[src/rtl/arc4_pkg.sv]
// Shared types and constants for the ARC4 pipeline sequencer.
// The ERR state exists only when ARC4_SCHED_WDOG_EN is defined.
package arc4_pkg;

    localparam int S_DEPTH = 256;
    localparam int KEY_W   = 24;
    localparam int ADDR_W  = $clog2(S_DEPTH);
    localparam int DATA_W  = 8;

    // Owner of the single S-memory port.
    typedef enum logic [1:0] {
        NONE = 2'd0,
        INIT = 2'd1,
        KSA  = 2'd2,
        PRGA = 2'd3
    } phase_t;

    typedef enum logic [3:0] {
        IDLE       = 4'd0,
        START_INIT = 4'd1,
        WAIT_INIT  = 4'd2,
        START_KSA  = 4'd3,
        WAIT_KSA   = 4'd4,
        START_PRGA = 4'd5,
        WAIT_PRGA  = 4'd6,
`ifdef ARC4_SCHED_WDOG_EN
        FIN        = 4'd7,
        ERR        = 4'd8
`else
        FIN        = 4'd7
`endif
    } sched_state_t;

    typedef struct packed {
        logic [ADDR_W-1:0] addr;
        logic [DATA_W-1:0] wrdata;
        logic              wren;
    } s_port_t;

endpackage

[src/rtl/arc4_sched_s_port_mux.sv]
// Combinational 3-to-1 S-memory port mux; only the engine named by phase
// reaches the memory, and phase NONE drives an idle (all-zero) port.
module s_port_mux
    import arc4_pkg::*;
(
    input  phase_t  phase,
    input  s_port_t init_port,
    input  s_port_t ksa_port,
    input  s_port_t prga_port,
    output s_port_t s_port
);

    always_comb begin
        // NOTE: assigning a default before the case keeps this purely
        // combinational; a path that leaves s_port unassigned would infer a latch.
        s_port = '0;
        case (phase)
            INIT:    s_port = init_port;
            KSA:     s_port = ksa_port;
            PRGA:    s_port = prga_port;
            default: s_port = '0;
        endcase
    end

endmodule

[src/rtl/arc4_sched.sv]
// ARC4 sequencer: runs init, ksa, prga in order and arbitrates the S port.
// Optional engine watchdog compiled in with ARC4_SCHED_WDOG_EN.
module arc4_sched
    import arc4_pkg::*;
#(
    parameter int WDOG_CYCLES = 4096
) (
    input  logic              clk,
    input  logic              rst_n,
    input  logic              en,
    output logic              rdy,
    input  logic [KEY_W-1:0]  key,
    output logic [KEY_W-1:0]  key_q,
    output logic              done,
    output logic              err,
    output logic [1:0]        phase,
    output logic              init_en,
    output logic              ksa_en,
    output logic              prga_en,
    input  logic              init_rdy,
    input  logic              ksa_rdy,
    input  logic              prga_rdy,
    input  logic [ADDR_W-1:0] init_addr,
    input  logic [ADDR_W-1:0] ksa_addr,
    input  logic [ADDR_W-1:0] prga_addr,
    input  logic [DATA_W-1:0] init_wrdata,
    input  logic [DATA_W-1:0] ksa_wrdata,
    input  logic [DATA_W-1:0] prga_wrdata,
    input  logic              init_wren,
    input  logic              ksa_wren,
    input  logic              prga_wren,
    output logic [ADDR_W-1:0] s_addr,
    output logic [DATA_W-1:0] s_wrdata,
    output logic              s_wren
);

    sched_state_t state;
    phase_t       phase_q;
    logic         busy_seen;
    logic         cur_rdy;

`ifdef ARC4_SCHED_WDOG_EN
    localparam logic [12:0] WDOG_LAST = 13'(WDOG_CYCLES - 1);
    logic [12:0] wdog;
    logic        err_q;
    assign err = err_q;
`else
    // The timeout limit has no meaning without the watchdog.
    logic unused_wdog_cfg;
    assign unused_wdog_cfg = ^WDOG_CYCLES;
    assign err = 1'b0;
`endif

    assign phase = phase_q;

    // Ready of whichever engine the controller is currently waiting on.
    always_comb begin
        cur_rdy = 1'b0;
        case (state)
            WAIT_INIT: cur_rdy = init_rdy;
            WAIT_KSA:  cur_rdy = ksa_rdy;
            WAIT_PRGA: cur_rdy = prga_rdy;
            default:   cur_rdy = 1'b0;
        endcase
    end

    // Outputs are registered and set on the transition into the state that
    // owns them, so each x_en is high exactly during its START_x cycle.
    always_ff @(posedge clk) begin
        if (!rst_n) begin
            // NOTE: sequential state is updated with <= only, so every
            // register here samples pre-edge values regardless of order.
            state     <= IDLE;
            rdy       <= 1'b1;
            done      <= 1'b0;
            phase_q   <= NONE;
            init_en   <= 1'b0;
            ksa_en    <= 1'b0;
            prga_en   <= 1'b0;
            key_q     <= '0;
            busy_seen <= 1'b0;
`ifdef ARC4_SCHED_WDOG_EN
            wdog      <= '0;
            err_q     <= 1'b0;
`endif
        end else begin
            init_en <= 1'b0;
            ksa_en  <= 1'b0;
            prga_en <= 1'b0;
            done    <= 1'b0;

            case (state)
                IDLE: begin
                    if (en) begin
                        key_q   <= key;
                        rdy     <= 1'b0;
                        phase_q <= INIT;
                        init_en <= 1'b1;
                        state   <= START_INIT;
                    end
                end

                START_INIT, START_KSA, START_PRGA: begin
                    busy_seen <= 1'b0;
`ifdef ARC4_SCHED_WDOG_EN
                    wdog      <= '0;
`endif
                    case (state)
                        START_INIT: state <= WAIT_INIT;
                        START_KSA:  state <= WAIT_KSA;
                        default:    state <= WAIT_PRGA;
                    endcase
                end

                WAIT_INIT, WAIT_KSA, WAIT_PRGA: begin
                    // Completion needs a busy cycle first; a ready engine that
                    // has not yet reacted to its start pulse is not finished.
                    if (busy_seen && cur_rdy) begin
                        case (state)
                            WAIT_INIT: begin
                                phase_q <= KSA;
                                ksa_en  <= 1'b1;
                                state   <= START_KSA;
                            end
                            WAIT_KSA: begin
                                phase_q <= PRGA;
                                prga_en <= 1'b1;
                                state   <= START_PRGA;
                            end
                            default: begin
                                phase_q <= NONE;
                                done    <= 1'b1;
                                state   <= FIN;
                            end
                        endcase
                    end else begin
                        if (!cur_rdy) begin
                            busy_seen <= 1'b1;
                        end
`ifdef ARC4_SCHED_WDOG_EN
                        if (wdog == WDOG_LAST) begin
                            phase_q <= NONE;
                            err_q   <= 1'b1;
                            state   <= ERR;
                        end else begin
                            wdog <= wdog + 13'd1;
                        end
`endif
                    end
                end

                FIN: begin
                    rdy   <= 1'b1;
                    state <= IDLE;
                end

`ifdef ARC4_SCHED_WDOG_EN
                ERR: begin
                    // Sticky until reset; the port stays released.
                    rdy     <= 1'b0;
                    phase_q <= NONE;
                end
`endif

                default: begin
                    rdy     <= 1'b1;
                    phase_q <= NONE;
                    state   <= IDLE;
                end
            endcase
        end
    end

    s_port_t init_port;
    s_port_t ksa_port;
    s_port_t prga_port;
    s_port_t s_port;

    assign init_port = '{addr: init_addr, wrdata: init_wrdata, wren: init_wren};
    assign ksa_port  = '{addr: ksa_addr,  wrdata: ksa_wrdata,  wren: ksa_wren};
    assign prga_port = '{addr: prga_addr, wrdata: prga_wrdata, wren: prga_wren};

    s_port_mux u_s_port_mux (
        .phase     (phase_q),
        .init_port (init_port),
        .ksa_port  (ksa_port),
        .prga_port (prga_port),
        .s_port    (s_port)
    );

    assign s_addr   = s_port.addr;
    assign s_wrdata = s_port.wrdata;
    assign s_wren   = s_port.wren;

endmodule

[config.mk]
export PLATFORM = sky130hd
export DESIGN_NAME = arc4_sched
export DESIGN_NICKNAME = d
export VERILOG_FILES = /design/src/rtl/arc4_pkg.sv /design/src/rtl/arc4_sched_s_port_mux.sv /design/src/rtl/arc4_sched.sv
export SDC_FILE = /design/constraint.sdc
export NUM_CORES = 1
export LEC_CHECK = 0
export CAP_MARGIN = 15
export CORE_UTILIZATION = 30
export CTS_CLUSTER_SIZE = 16
export DETAILED_ROUTE_END_ITERATION = 16
export MAX_ROUTING_LAYER = met4
export PLACE_DENSITY_LB_ADDON = 0.08
export SLEW_MARGIN = 20
export SYNTH_ARGS = -nofsm -noshare
export SYNTH_HDL_FRONTEND = slang
export SYNTH_SLANG_ARGS = --single-unit
[constraint.sdc]
create_clock -name clk -period 2.5 [get_ports clk]
set_input_delay 0.375 -clock clk [delete_from_list [all_inputs] [get_ports clk]]
set_output_delay 0.375 -clock clk [all_outputs]
set_load 0.01 [all_outputs]
==> results by group, run 1 <==
Pwr
  – PD cells: 786 nW/um2
  – Max VDD drop: 539 uV
  – LEAKAGE: 0.00127 uW

Synth
  – Synth warn: 0
  – Largest family of logic cells by synthesized area: compound AO/OA/AOI/OAI gates
  – Multiplexer area fraction after synthesis: 0.119
  – Simple-gate share of the synthesized area: 0.170
  – Compound-Gate Fraction of Synth Area: 0.236
  – Unique masters post-synth: 34
  – Register area share after synthesis: 0.377
  – Synthesized area per cell: just under 9 um2
  – Syn nets: 300
  – Synthesized area: between 1500 and 2000 um2
  – FF+latch count, synth: 35
  – Synth Area in XOR/XNOR: 0
  – Post-Synthesis Cells: about 210
  – Synth Area in Adders: 0.0471

Die
  – Chip width: about 80 um
  – Core Region: roughly 6000 um2
  – DIE AREA: 6520 um2
  – Die extent in y: 80.7 um
  – I/O pins: 130
  – Initial core utilization: 0.312
  – FP Rows: 28

Layout
  – Fin nets: between 400 and 500
  – Commonest non-fill, non-tap cells in the layout: 128 x clkdlybuf4s50_1, 56 x nand2_1, 35 x dfxtp_1, 20 x a21boi_1, 18 x a22o_1
  – Commonest non-fill, non-tap cell in the layout: clkdlybuf4s50_1
  – Final Instance Area: around 3300 um2
  – Layout area overhead: 78.4%
  – ANT cells: 0
  – Layout fillers: approximately 560
  – Share of cells above drive strength 1: 0.0973
  – Final cell count without fillers: 414

Global routing
  – First-pass GRT wire length: roughly 8100 um
  – Global route total overflow: 0
  – Initial antenna violation count: 0
  – Largest net degree at the start of global routing: 25
  – GRT Util Overall: 0.168
  – Vias in the first global route: roughly 1700

Critical path
  – Critical Path, Cell by Cell: buf_12 > mux2_2 > a22o_1 > clkdlybuf4s50_1
  – Critical path required time: ~2100 ps
  – Nature of the critical path startpoint: flop
  – Slowest cell on crit path: dfxtp_1
  – Worst path bufs/invs: 2
  – Crit end category: output pin
  – CP max FO: 14
  – CP top delay family: buffers and inverters
  – Critical Path Max Stage Delay: approximately 500 ps
  – Critical path arrival: 2010 ps
  – Crit path kind: reg -> out

Clock tree
  – Clock Tree Buf Depth: 2
  – Clock latency on the worst-skew pair: roughly 290 ps
  – TritonCTS clock tree: built
  – Clk sinks: 35
  – Hold buffers post-CTS: 0
  – Root Driver: clkbuf_8
  – Total CTS buffers: 5
  – H-Tree Depth: 2
  – Post-CTS Resized: 0
  – Worst-path clk slew: around 70 ps
  – Post-CTS setup buffers: 0

Routing
  – Highest routed layer: met4
  – Via/cell ratio: between 4 and 5
  – WL met1: 2550 um
  – Routed wire length per instance: roughly 14 um
  – Drt first-iter violations: 71
  – Post-route antenna net violation count: 0
  – Via Count: about 1900
  – WL met3: 482 um
  – DRC violations left: 0
  – Metal2 WL: roughly 2500 um
  – First-pass detailed-route iteration total: 4
  – Final wirelength: between 5000 and 6000 um

Place
  – Setup WS pre-CTS: a little over 400 ps
  – Placed cells: just over 400
  – DP HPWL: between 4000 and 5000 um
  – Placed Area: about 3200 um2
  – Buffers added on ports: around 130
  – GPL Wtd Cong: 0.822

STA
  – Final number of setup-violating endpoints: 0
  – Setup ws final: approximately 110 ps
  – Worst rel slew slack: 0.637
  – Crit path time final: between 2000 and 2500 ps
  – Least-Margin Pin Slew: between 500 and 600 ps
  – Fmax: roughly 0.42 GHz
  – Clock skew: ~2 ps
  – Tcrit/Tclk final: 0.955
  – Endpoints failing hold: 0
  – RSZ-0062 raised after global routing: false
  – TNS Setup: 0 ps
  – Max-slew violations: 0

Status
  – Run status: finished clean

Run
  – Max Cap Viol: 0

Min path
  – Hold Path Class: reg -> reg
[sequential cells by signal (all words and copies together), names as in the netlist]
signal     flops
key_q         24
prga_en        1
done           1
rdy            1
phase          2
busy_seen      1
state          3
init_en        1
ksa_en         1
[cell usage after synthesis]
master,n,share of area
or2_1,1,0.0034
and3_1,1,0.0034
o21ai_0,2,0.0054
o211a_1,1,0.0054
nor3_1,1,0.0027
dfxtp_1,35,0.38
mux2_2,17,0.10
nor3b_1,1,0.0040
nand3b_1,1,0.0040
mux2i_1,3,0.016
nor2b_1,6,0.020
and4_1,1,0.0047
o221a_2,1,0.0061
nand2_1,56,0.11
o311ai_0,1,0.0047
and2_1,2,0.0067
buf_2,6,0.016
clkbuf_1,10,0.020
a2111o_1,1,0.0061
o31a_1,1,0.0047
a21oi_1,2,0.0054
conb_1,1,0.0020
o21a_1,2,0.0081
o22a_1,1,0.0047
a21boi_0,4,0.016
nor2_1,1,0.0020
nor4_1,1,0.0034
inv_1,4,0.0081
ha_1,7,0.047
a22o_1,18,0.085
a21boi_1,20,0.081
buf_4,1,0.0040
nand3_1,1,0.0027
a22oi_1,1,0.0040
[kinds of logic (layout without fill, tap and decap cells)]
group / count (synthesis) / after routing
multiplexers: 20 / 20
AO/OA/AOI/OAI: 55 / 55
adder cells (fa/ha/maj): 7 / 7
flip-flops: 35 / 35
buffers and inverters: 21 / 148
AND/OR/NAND/NOR: 73 / 73
other: 1 / 1
[final timing paths]
check | startpoint | slack, ps | cells past startpoint | endpoint
worst max-delay path | phase[0] | 110 | 4 | s_wrdata[1]
worst min-delay path | key_q[17] | 450 | 2 | key_q[17]
worst max register to register | state[0] | 420 | 6 | phase[1]
worst min register to register | key_q[17] | 450 | 2 | key_q[17]
[routing by layer]
layer / vias up / track usage
li1: 982 / -
met1: 871 / 0.203
met2: 72 / 0.269
met3: 8 / 0.0466
met4: 0 / 0.0536
met5: - / -
[area by class of cell]
class	count	area (um2)	area share
sequential	35	701	0.211
clock inverter	2	12.5	0.00377
tap	75	93.8	0.0283
inverter	4	15.0	0.00453
clock buffer	6	72.6	0.0219
multi-input combinational	156	1070	0.322
timing repair buffer	136	1350	0.408
[per-stage QoR]
step | util | hold WS [ps] | total power, uW
after floorplan | - | 479 | 1560
after global placement | 0.543 | 440 | 2220
after detailed placement | 0.543 | 447 | 2230
after CTS | 0.557 | 457 | 2640
after global routing | 0.557 | 472 | 2800
final | 0.557 | 451 | 2610
[worst register-to-register path: cells and delay by family (launching register included)]
kind	cells	cell delay [ps]
buf+inv	1	110
fa+ha+maj	1	290
mux	1	140
simple gates	1	290
flops	1	440
compound gates	2	690
[where the power goes]
part | internal [uW] | switching (uW) | leakage (uW)
clock network | 195 | 207 | 0.0000412
registers | 678 | 93.0 | 0.000287
logic | 806 | 629 | 0.000944
Note: power is estimated with default switching activity, not from simulation.
==> inputs of run 2 (changes only) <==
Settings changed: TNS_END_PERCENT set to 5.
==> results of run 2 <==
Same layout as run 1: the final DEF is identical, and so are final timing and power.
==> inputs of run 3 (changes only) <==
Settings changed: CORE_MARGIN set to 1.5.
==> run 3 against run 2 <==
  * First-iteration DRC count increased by 25%
  * Routed wire length shrank 0.86%
  * Critical endpoint is now s_wrdata[4]
  * Final cell count did not move
  * Register-to-register slack about the same
  * Critical path depth unchanged
  * Sequential power about the same
  * Via count did not move
  * Count of clock-buffer cells in the layout increased by 2
  * Design area about the same
  * Highest routed layer unchanged
  * Die area rose by 2.5%
  * Maximum frequency up 0.45%
  * Combinational power barely moved
==> results by group, run 3 (synthesis results as in run 1) <==
Clock tree
  – Post-CTS Resized: 0 (unchanged)
  – Hold buffers post-CTS: 0 (unchanged)
  – Clock latency on the worst-skew pair: 280 ps (about the same)
  – TritonCTS clock tree: built
  – Clk sinks: 35 (unchanged)
  – Post-CTS setup buffers: 0 (unchanged)
  – Worst-path clk slew: 70 ps (about the same)
  – H-Tree Depth: 2 (unchanged)
  – Clock Tree Buf Depth: 2 (unchanged)
  – Total CTS buffers: 5 (unchanged)
  – Root Driver: clkbuf_8

Layout
  – Top reg by flops: key_q
  – Commonest non-fill, non-tap cells in the layout: 128 x clkdlybuf4s50_1, 56 x nand2_1, 35 x dfxtp_1, 20 x a21boi_1, 18 x a22o_1
  – Largest register FFs: 24 (unchanged)
  – Multi-input logic area: 1070 um2 (unchanged)
  – Register area: 701 um2 (unchanged)
  – ANT cells: 0 (unchanged)
  – Fin nets: 426 (unchanged)
  – Commonest non-fill, non-tap cell in the layout: clkdlybuf4s50_1
  – Final Core Density: 0.557 (about the same)
  – Layout fillers: 574 (+2.3%)
  – Layout area overhead: 78.5% (about the same)
  – Share of cells above drive strength 1: 0.0973 (unchanged)

Critical path
  – Crit path kind: reg -> out
  – CP max FO: 10 (-4)
  – Critical path arrival: 2000 ps (about the same)
  – Nature of the critical path startpoint: flop
  – Crit end category: output pin
  – Critical path required time: 2120 ps (about the same)

STA
  – RSZ-0062 raised after global routing: false
  – TNS Setup: 0 ps (unchanged)
  – Endpoints failing hold: 0 (unchanged)
  – Clock skew: 4.38 ps (+2.37 ps)
  – Final number of setup-violating endpoints: 0 (unchanged)
  – Crit path time final: 2380 ps (-10.6 ps)
  – Max-slew violations: 0 (unchanged)
  – Setup ws final: 124 ps (+10.6 ps)
  – Fmax: 0.421 GHz (+0.45%)
  – Tcrit/Tclk final: 0.950 (-0.00424)

Place
  – DP HPWL: 4240 um (-0.95%)
  – GPL Wtd Cong: 0.772 (-6.1%)
  – Setup WS pre-CTS: 397 ps (-9.88 ps)
  – Buffers added on ports: 128 (unchanged)

Global routing
  – Global route total overflow: 0 (unchanged)
  – Largest net degree at the start of global routing: 38 (+52%)
  – Vias in the first global route: 1679 (-2.6%)
  – GRT Util Overall: 0.162 (-0.00594)
  – First-pass GRT wire length: 8090 um (-0.35%)
  – Initial antenna violation count: 0 (unchanged)

Die
  – Initial core utilization: 0.312 (unchanged)
  – DIE AREA: 6680 um2 (+2.5%)
  – Chip width: 81.7 um (+1.2%)
  – FP Rows: 28 (unchanged)
  – Die extent in y: 81.7 um (+1.2%)
  – I/O pins: 130 (unchanged)
  – Core Region: 5960 um2 (unchanged)

Pwr
  – Max VDD drop: 503 uV (-6.6%)
  – LEAKAGE: 0.00128 uW (+0.57%)
  – PD cells: 796 nW/um2 (+1.2%)

Min path
  – Hold Path Class: reg -> reg

Routing
  – Routed wire length per instance: 13.4 um (-0.86%)
  – Post-route antenna net violation count: 0 (unchanged)
  – Via Count: 1933 (unchanged)
  – Final wirelength: 5560 um (-0.86%)
  – First-pass detailed-route iteration total: 2 (-2)
  – Via/cell ratio: 4.67 (unchanged)
  – DRC violations left: 0 (unchanged)
  – Drt first-iter violations: 89 (+25%)

Status
  – Run status: finished clean

Run
  – Max Cap Viol: 0 (unchanged)
==> run 3: cell count changes in the layout (fill, tap and decap cells not counted) <==
cell / before / now
clkbuf_8: 5 / 7
buf_12: 1 / 0
buf_4: 7 / 8
clkinv_2: 1 / 0
clkinvlp_4: 1 / 0
==> run 3: where the power goes <==
group	internal [uW]	total [uW]	switching (uW)
clock network	251	446	194
registers	678	771	92.6
logic	798	1420	626
total	1730	2640	913
==> run 3: layout make-up <==
type,count,area share
Sequential cell,35,0.211
Timing Repair Buffer,136,0.404
Tap cell,75,0.0283
Clock buffer,8,0.0302
Inverter,4,0.00452
Multi-Input combinational cell,156,0.322
==> run 3: worst paths after layout <==
kind,startpoint,end,slack [ps],depth (start not counted)
worst max-delay path,phase[0],s_wrdata[4],120,4
worst min-delay path,key_q[23],key_q[23],450,2
worst max register to register,state[0],phase[0],430,6
worst min register to register,key_q[23],key_q[23],450,2
==> run 3: per-layer routing <==
| layer | vias up | track usage | wire (um) |
|---|---|---|---|
| met3 | 4 | 0.0544 | 558 |
| met1 | 883 | 0.190 | 2310 |
| met5 | - | - | 0 |
| met4 | 0 | 0.0407 | 31 |
| met2 | 64 | 0.266 | 2660 |
| li1 | 982 | - | - |
==> run 3: stage by stage <==
stage	cells	instance area (um2)	power, uW	hold WS, ps
floorplan	212	1860	1560	479
global placement	406	3220	2220	440
detailed placement	406	3220	2230	444
CTS	414	3320	2670	454
global route	414	3320	2840	464
finish	414	3320	2640	451
==> run 3: critical path: stages (launching register included) <==
cell and delay (ps):
dfxtp_1 460, buf_4 240, mux2_2 350, a22o_1 170
clkdlybuf4s50_1 490
